<file path="config.mk">
export PLATFORM = sky130hd
export DESIGN_NAME = noc_local_ni_flat
export DESIGN_NICKNAME = d
export VERILOG_FILES = /design/src/rtl/noc_local_ni_if.sv /design/src/rtl/noc_local_ni.sv /design/src/flat_wrapper.sv
export SDC_FILE = /design/constraint.sdc
export NUM_CORES = 1
export LEC_CHECK = 0
export ABC_AREA = 1
export BUFFER_PORTS_ARGS = -buffer_cell sky130_fd_sc_hd__buf_2
export CAP_MARGIN = 40
export CORE_MARGIN = 2
export CORE_UTILIZATION = 40
export DETAILED_ROUTE_END_ITERATION = 16
export PLACE_DENSITY = 0.67
export SLEW_MARGIN = 20
export SYNTH_ARGS = -nofsm -noshare
export SYNTH_HDL_FRONTEND = slang
export SYNTH_SLANG_ARGS = --single-unit
</file>
<file path="constraint.sdc">
create_clock -name clock -period 2.4 [get_ports clock]
set_input_delay 0.24 -clock clock [delete_from_list [all_inputs] [get_ports clock]]
set_output_delay 0.24 -clock clock [all_outputs]
set_load 0.02 [all_outputs]
</file>
<file path="src/rtl/noc_local_ni_if.sv">
// Core-side injection/ejection handshake bundle of the Phoenix local network interface.
interface noc_local_ni_if #(
  parameter int unsigned TAM_FLIT = 16
);
  logic                inj_valid;
  logic [TAM_FLIT-1:0] inj_data;
  logic                inj_ready;
  logic                ej_valid;
  logic [TAM_FLIT-1:0] ej_data;
  logic                ej_first;
  logic                ej_last;
  logic                ej_ready;

  // Core / agent side
  modport master (
    output inj_valid, inj_data, ej_ready,
    input  inj_ready, ej_valid, ej_data, ej_first, ej_last
  );

  // Network-interface side
  modport slave (
    input  inj_valid, inj_data, ej_ready,
    output inj_ready, ej_valid, ej_data, ej_first, ej_last
  );
endinterface

</file>
<file path="src/rtl/noc_local_ni.sv">
// Local-port network interface for the Phoenix mesh: injection FIFO with packet
// framing under credit flow control toward the router, ejection FIFO with
// first/last tags from the router, and wrap-around packet counters.
// Optional destination check on received headers: define NI_DEST_CHECK_EN.
module noc_local_ni #(
  parameter int unsigned         TAM_FLIT  = 16,
  parameter logic [TAM_FLIT-1:0] ADDRESS   = '0,
  parameter int unsigned         INJ_DEPTH = 8,
  parameter int unsigned         EJ_DEPTH  = 8,
  parameter int unsigned         CNT_W     = 16
) (
  input  logic                clock,
  input  logic                reset,
  noc_local_ni_if.slave       core,
  output logic                tx_o,
  output logic [TAM_FLIT-1:0] data_o,
  output logic                clock_tx_o,
  input  logic                credit_i,
  input  logic                rx_i,
  input  logic [TAM_FLIT-1:0] data_i,
  output logic                credit_o,
  output logic [CNT_W-1:0]    pkt_tx_cnt,
  output logic [CNT_W-1:0]    pkt_rx_cnt
`ifdef NI_DEST_CHECK_EN
  ,
  output logic [CNT_W-1:0]    misroute_cnt,
  output logic                err_misroute
`endif
);

  localparam int unsigned INJ_AW = $clog2(INJ_DEPTH);
  localparam int unsigned INJ_CW = INJ_AW + 1;
  localparam int unsigned EJ_AW  = $clog2(EJ_DEPTH);
  localparam int unsigned EJ_CW  = EJ_AW + 1;

  typedef enum logic [1:0] {T_HDR, T_SIZE, T_PAY} tx_state_e;
  typedef enum logic [1:0] {R_HDR, R_SIZE, R_PAY} rx_state_e;

  // ---------------- injection path ----------------
  logic [TAM_FLIT-1:0] inj_mem_q [INJ_DEPTH];
  logic [INJ_AW-1:0]   inj_wr_q, inj_rd_q;
  logic [INJ_CW-1:0]   inj_cnt_q;
  logic                inj_full, inj_empty, inj_push, inj_pop;
  tx_state_e           t_state_q;
  logic [TAM_FLIT-1:0] rem_q;

  assign inj_full       = (inj_cnt_q == INJ_CW'(INJ_DEPTH));
  assign inj_empty      = (inj_cnt_q == '0);
  assign inj_push       = core.inj_valid && !inj_full;
  assign inj_pop        = !inj_empty && credit_i;
  assign core.inj_ready = !inj_full;
  assign tx_o           = !inj_empty;
  assign data_o         = inj_empty ? '0 : inj_mem_q[inj_rd_q];
  assign clock_tx_o     = clock;

  // Injection storage; contents are don't-care while the slot is free
  always_ff @(posedge clock) begin
    if (inj_push) inj_mem_q[inj_wr_q] <= core.inj_data;
  end

  // Injection pointers and occupancy
  always_ff @(posedge clock) begin
    if (reset) begin
      inj_wr_q  <= '0;
      inj_rd_q  <= '0;
      inj_cnt_q <= '0;
    end else begin
      if (inj_push) inj_wr_q <= inj_wr_q + INJ_AW'(1);
      if (inj_pop)  inj_rd_q <= inj_rd_q + INJ_AW'(1);
      case ({inj_push, inj_pop})
        2'b10:   inj_cnt_q <= inj_cnt_q + INJ_CW'(1);
        2'b01:   inj_cnt_q <= inj_cnt_q - INJ_CW'(1);
        default: inj_cnt_q <= inj_cnt_q;
      endcase
    end
  end

  // Transmit framing: tracks header/size/payload and counts completed packets
  always_ff @(posedge clock) begin
    if (reset) begin
      t_state_q  <= T_HDR;
      rem_q      <= '0;
      pkt_tx_cnt <= '0;
    end else if (inj_pop) begin
      case (t_state_q)
        T_HDR: t_state_q <= T_SIZE;
        T_SIZE: begin
          rem_q <= data_o;
          if (data_o != '0) begin
            t_state_q <= T_PAY;
          end else begin
            t_state_q  <= T_HDR;
            pkt_tx_cnt <= pkt_tx_cnt + CNT_W'(1);
          end
        end
        T_PAY: begin
          rem_q <= rem_q - TAM_FLIT'(1);
          if (rem_q == TAM_FLIT'(1)) begin
            t_state_q  <= T_HDR;
            pkt_tx_cnt <= pkt_tx_cnt + CNT_W'(1);
          end
        end
        default: t_state_q <= T_HDR;
      endcase
    end
  end

  // ---------------- ejection path ----------------
  logic [TAM_FLIT-1:0] ej_mem_q [EJ_DEPTH];
  logic [1:0]          ej_tag_q [EJ_DEPTH];
  logic [EJ_AW-1:0]    ej_wr_q, ej_rd_q;
  logic [EJ_CW-1:0]    ej_cnt_q;
  logic                ej_full, ej_empty, ej_wr, ej_pop;
  logic                wr_first_c, wr_last_c;
  rx_state_e           r_state_q;
  logic [TAM_FLIT-1:0] rrem_q;

  assign ej_full       = (ej_cnt_q == EJ_CW'(EJ_DEPTH));
  assign ej_empty      = (ej_cnt_q == '0);
  assign credit_o      = !ej_full;
  assign ej_wr         = rx_i && !ej_full;
  assign ej_pop        = !ej_empty && core.ej_ready;
  assign core.ej_valid = !ej_empty;
  assign core.ej_data  = ej_empty ? '0 : ej_mem_q[ej_rd_q];
  assign core.ej_first = !ej_empty && ej_tag_q[ej_rd_q][1];
  assign core.ej_last  = !ej_empty && ej_tag_q[ej_rd_q][0];

  // Packet-boundary tags for the flit being written
  always_comb begin
    wr_first_c = 1'b0;
    wr_last_c  = 1'b0;
    case (r_state_q)
      R_HDR:   wr_first_c = 1'b1;
      R_SIZE:  wr_last_c  = (data_i == '0);
      R_PAY:   wr_last_c  = (rrem_q == TAM_FLIT'(1));
      default: wr_first_c = 1'b0;
    endcase
  end

  // Ejection storage with {first,last} tags
  always_ff @(posedge clock) begin
    if (ej_wr) begin
      ej_mem_q[ej_wr_q] <= data_i;
      ej_tag_q[ej_wr_q] <= {wr_first_c, wr_last_c};
    end
  end

  // Ejection pointers and occupancy
  always_ff @(posedge clock) begin
    if (reset) begin
      ej_wr_q  <= '0;
      ej_rd_q  <= '0;
      ej_cnt_q <= '0;
    end else begin
      if (ej_wr)  ej_wr_q <= ej_wr_q + EJ_AW'(1);
      if (ej_pop) ej_rd_q <= ej_rd_q + EJ_AW'(1);
      case ({ej_wr, ej_pop})
        2'b10:   ej_cnt_q <= ej_cnt_q + EJ_CW'(1);
        2'b01:   ej_cnt_q <= ej_cnt_q - EJ_CW'(1);
        default: ej_cnt_q <= ej_cnt_q;
      endcase
    end
  end

  // Receive framing on the write side, packet count and optional header check
  always_ff @(posedge clock) begin
    if (reset) begin
      r_state_q    <= R_HDR;
      rrem_q       <= '0;
      pkt_rx_cnt   <= '0;
`ifdef NI_DEST_CHECK_EN
      misroute_cnt <= '0;
      err_misroute <= 1'b0;
`endif
    end else if (ej_wr) begin
      if (wr_last_c) pkt_rx_cnt <= pkt_rx_cnt + CNT_W'(1);
      case (r_state_q)
        R_HDR: begin
          r_state_q <= R_SIZE;
`ifdef NI_DEST_CHECK_EN
          if (data_i != ADDRESS) begin
            misroute_cnt <= misroute_cnt + CNT_W'(1);
            err_misroute <= 1'b1;
          end
`endif
        end
        R_SIZE: begin
          rrem_q    <= data_i;
          r_state_q <= (data_i != '0) ? R_PAY : R_HDR;
        end
        R_PAY: begin
          rrem_q <= rrem_q - TAM_FLIT'(1);
          if (rrem_q == TAM_FLIT'(1)) r_state_q <= R_HDR;
        end
        default: r_state_q <= R_HDR;
      endcase
    end
  end

endmodule

</file>
<file path="src/flat_wrapper.sv">
// flat-port wrapper written by rule: the top's interface ports become plain ports
module noc_local_ni_flat 
#(
  parameter int unsigned         TAM_FLIT  = 16,
  parameter logic [TAM_FLIT-1:0] ADDRESS   = '0,
  parameter int unsigned         INJ_DEPTH = 8,
  parameter int unsigned         EJ_DEPTH  = 8,
  parameter int unsigned         CNT_W     = 16
)
  (clock, reset, tx_o, data_o, clock_tx_o, credit_i, rx_i, data_i, credit_o, pkt_tx_cnt, pkt_rx_cnt, core_inj_valid, core_inj_data, core_ej_ready, core_inj_ready, core_ej_valid, core_ej_data, core_ej_first, core_ej_last);
  noc_local_ni_if #(.TAM_FLIT(TAM_FLIT)) core_i ();
  input  logic clock;
  input  logic reset;
  output logic tx_o;
  output logic [TAM_FLIT-1:0] data_o;
  output logic clock_tx_o;
  input  logic credit_i;
  input  logic rx_i;
  input  logic [TAM_FLIT-1:0] data_i;
  output logic credit_o;
  output logic [CNT_W-1:0] pkt_tx_cnt;
  output logic [CNT_W-1:0] pkt_rx_cnt;
  input wire logic [$bits(core_i.inj_valid)-1:0] core_inj_valid;
  input wire logic [$bits(core_i.inj_data)-1:0] core_inj_data;
  input wire logic [$bits(core_i.ej_ready)-1:0] core_ej_ready;
  output wire logic [$bits(core_i.inj_ready)-1:0] core_inj_ready;
  output wire logic [$bits(core_i.ej_valid)-1:0] core_ej_valid;
  output wire logic [$bits(core_i.ej_data)-1:0] core_ej_data;
  output wire logic [$bits(core_i.ej_first)-1:0] core_ej_first;
  output wire logic [$bits(core_i.ej_last)-1:0] core_ej_last;
  assign core_i.inj_valid = core_inj_valid;
  assign core_i.inj_data = core_inj_data;
  assign core_i.ej_ready = core_ej_ready;
  assign core_inj_ready = core_i.inj_ready;
  assign core_ej_valid = core_i.ej_valid;
  assign core_ej_data = core_i.ej_data;
  assign core_ej_first = core_i.ej_first;
  assign core_ej_last = core_i.ej_last;
  noc_local_ni #(.TAM_FLIT(TAM_FLIT), .ADDRESS(ADDRESS), .INJ_DEPTH(INJ_DEPTH), .EJ_DEPTH(EJ_DEPTH), .CNT_W(CNT_W)) u_core (.clock(clock), .reset(reset), .core(core_i), .tx_o(tx_o), .data_o(data_o), .clock_tx_o(clock_tx_o), .credit_i(credit_i), .rx_i(rx_i), .data_i(data_i), .credit_o(credit_o), .pkt_tx_cnt(pkt_tx_cnt), .pkt_rx_cnt(pkt_rx_cnt));
endmodule
</file>
==> impl_metrics.tcl <==
set metrics [dict create \
    synth_seq_area_share_pct 61.7 \
    io_pins 109 \
    power.switching_mw 8.07 \
    wl_mm 40.8 \
    ir_drop_mv 0.969 \
    worst-r2r-cell-count 16 \
    avgSynthCellArea_um2 9.51 \
    fin_crit_ns 2.38 \
    die_area_mm2 0.0424 \
    cpPeakStageDelay_ns 0.41 \
    dr.pass1.iters 5 \
    fin_setup_tns_ns 0 \
    worst-path-stages 7 \
    critical-path-top-delay-family "buffers and inverters" \
    p_comb_share_pct 37.6 \
    cp-end-kind "output pin" \
    slew_viol_final 0 \
    cp.arrival_ns 2.14 \
    critPathKind "flop to output pin" \
    synth_edf_count 272 \
    crit_path_top_delay_cell "dfxtp_4" \
    worst-path-buf-inv 3 \
    wire_per_inst_um 16.7 \
    antenna_found_initial 1 \
    gp_congestion 0.876 \
    finalCritPeriodShare_pct 99.2 \
    drc 0 \
    grt_max_degree 46 \
    maxSlewHeadroom_pct 56.9 \
    synth_area_mm2 0.0163 \
    synth_cell_types 40 \
    initial_core_util_pct 40.7 \
    cellInternalPower_mw 13.8 \
    leakagePower_nw 7.77 \
    r2r_setup_slack_ns 0.16 \
    sequentialPowerShare_pct 34.8 \
    die_y_um 206 \
    layout-drive-gt1-share_pct 15.2 \
    fillCellCount 3585 \
    grt_util_all_layers_pct 18.9 \
    cp_max_fo 9 \
    rows 73 \
    status "finished, final reports clean" \
    area_delta_synth_final_pct 21.9 \
    grt_overflow_total 0 \
    first_global_vias 12100 \
    fin_total_pwr_mw 21.9 \
    max_slew.worst_pin.slew_ns 0.646 \
    dpl-instance-area_mm2 0.0176 \
    cp.required_ns 2.16 \
    die_w_um 206 \
    antennaDiodeCount 0 \
    fin_worst_hold_slack_ns 0.0509 \
    dr_total_vias 12600 \
    ant_nets 0 \
    hold_class "input port to flop" \
    drt_iter0_drc 824 \
    finalClockSkew_ns 0.0182 \
    power.density_mw_per_mm2 1100 \
    synth-main-ff-cell "edfxtp_1" \
    drv_cap 0 \
    startpoint_type "flop" \
    finalHoldViolCount 0 \
    post_drt_via_cell_ratio 5.15 \
    hold_depth 4 \
    rsz0062_at_grt "yes" \
    ys_async_sr_fraction_pct 0 \
    clk_pin_slew_ns 0.06 \
    fin_area_mm2 0.0199 \
    syn_nets 1775 \
    max_freq_mhz 420 \
    final_nets 1953 \
    core_mm2 0.0400 \
    grt_pass1_wl_mm 62.9 \
    insertion_delay_ns 0.66 \
    tritoncts "done" \
    yosysWarnings 0 \
    port_buffers 108 \
    setup_viol 0 \
    crit_path_cell_trace "buf_12 > clkbuf_16 > nor2_1 > o22ai_1 > o21ai_1 > a31oi_1 > buf_2" \
    p_sw_share_pct 36.9 \
    hpwl_mm 23.8 \
    p_clk_share_pct 27.6 \
    ys_seq_elements 366 \
    netlist_instances 1713 \
]
metrics by stage:
step,utilization (%),std cells,setup WS (ns)
5_1_grt,49.7,2446,-0.0883
3_3_place_gp,44.1,2322,0.182
2_1_floorplan,-,1713,0.0304
3_5_place_dp,44.1,2322,0.0789
6_report,49.7,2446,0.0190
4_1_cts,48.7,2434,0.00336
cells in the mapped netlist, drive strengths merged, types with 19 or more instances:
library cell    n  share of area (%)
a21oi          82                2.5
a31oi          20               0.77
buf            30                1.2
clkbuf         51                1.2
dfxtp          94                 12
edfxtp        272                 50
ha             22                1.7
inv           182                4.2
nand2         303                7.0
nand3         112                3.5
nand4          29                1.1
nor2          262                6.0
o21ai         166                5.1
o22ai          19               0.73
power by group through the flow:
| stage | clock (mW) | sequential (mW) | combinational [mW] |
|---|---|---|---|
| floorplan | 0.0487 | 7.62 | 4.90 |
| global placement | 0.0389 | 7.67 | 7.05 |
| detailed placement | 0.0389 | 7.69 | 7.16 |
| CTS | 6.15 | 7.59 | 7.53 |
| global route | 6.40 | 7.66 | 9.03 |
| finish | 6.03 | 7.61 | 8.24 |
final timing paths:
kind,startpoint,to
worst max register to register,flop,u_core.pkt_tx_cnt[2]$_SDFFE_PP0P_
worst min register to register,u_core.pkt_tx_cnt[12]$_SDFFE_PP0P_,u_core.pkt_tx_cnt[12]$_SDFFE_PP0P_
worst min-delay path,credit_i,u_core.inj_rd_q[0]$_SDFFE_PP0P_
worst max-delay path,flop,core_ej_data[4]
layout by cell type (no fill, tap or decap), drive strengths merged, types with 2 or more instances in the layout:
cell type	n
a211oi	4
a21oi	82
a221oi	3
a31oi	20
buf	175
clkbuf	64
clkinv	16
clkinvlp	3
dfxtp	94
dlygate4sd3	34
edfxtp	272
fa	2
ha	22
inv	183
nand2	303
nand3	112
nand3b	2
nand4	29
nor2	262
nor3	12
nor4	5
o211ai	3
o21ai	166
o22ai	19
o31ai	3
o32ai	2
or2	2
xnor2	10
xor2	13
layout make-up:
cell class / instances / area [um^2] / area share (%)
clock buffers: 59 / 1180 / 5.93
clock inverters: 16 / 125 / 0.630
inverters: 187 / 721 / 3.63
multi-input cells: 1079 / 5300 / 26.7
flip-flops and latches: 366 / 10100 / 50.7
well taps: 525 / 657 / 3.31
repair buffers: 214 / 1820 / 9.17
logic make-up (layout without fill, tap and decap cells):
kind of cell             count (synthesis)  count (layout)  synth area share (%)
AND/OR/NAND/NOR                        728             728                  18.4
AO/OA/AOI/OAI                          304             304                  10.0
buffers and inverters                  268             476                  6.69
adder cells (fa/ha/maj)                 24              24                  1.94
XOR/XNOR                                23              23                  1.24
flip-flops                             366             366                  61.7
worst reg2reg max path, cell delays in order, from the launching register on:
cell and delay, ns:
dfxtp_4 0.43, clkinv_8 0.11, buf_6 0.18, nand2_1 0.07
nand2_1 0.05, nand2_1 0.06, nand3_1 0.07, nand3_1 0.26
nand2_1 0.09, nor2_1 0.11, nand2_1 0.06, o21ai_2 0.15
buf_12 0.19, nand3_1 0.15, nand2_1 0.09, inv_1 0.04
nor2_1 0.08
flip-flops by register name, summed over array words and instances (netlist names), named ones only:
| name | cells |
|---|---|
| u_core.inj_rd_q | 3 |
| u_core.rrem_q | 16 |
| u_core.inj_wr_q | 3 |
| u_core.r_state_q | 2 |
| u_core.inj_mem_q | 128 |
| u_core.ej_rd_q | 3 |
| u_core.rem_q | 16 |
| u_core.pkt_tx_cnt | 16 |
| u_core.ej_cnt_q | 4 |
| u_core.ej_tag_q | 16 |
| u_core.t_state_q | 2 |
| u_core.inj_cnt_q | 4 |
| u_core.ej_wr_q | 3 |
| u_core.pkt_rx_cnt | 16 |
| u_core.ej_mem_q | 128 |
routing by layer:
layer	GRT usage (%)	wire length (um)
met3	3.79	2840
met2	32.7	19700
met5	0	13
met1	23.6	17100
met4	6.66	1140
timing repair:
item,CTS,global route
setup buffers,0,6
hold endpoints to repair,261,0
setup endpoints to repair,19,46
pin swaps,0,6
gates resized for setup,23,72
gates cloned,4,7
hold buffers,34,0
Note: power is estimated with default switching activity, not from simulation.
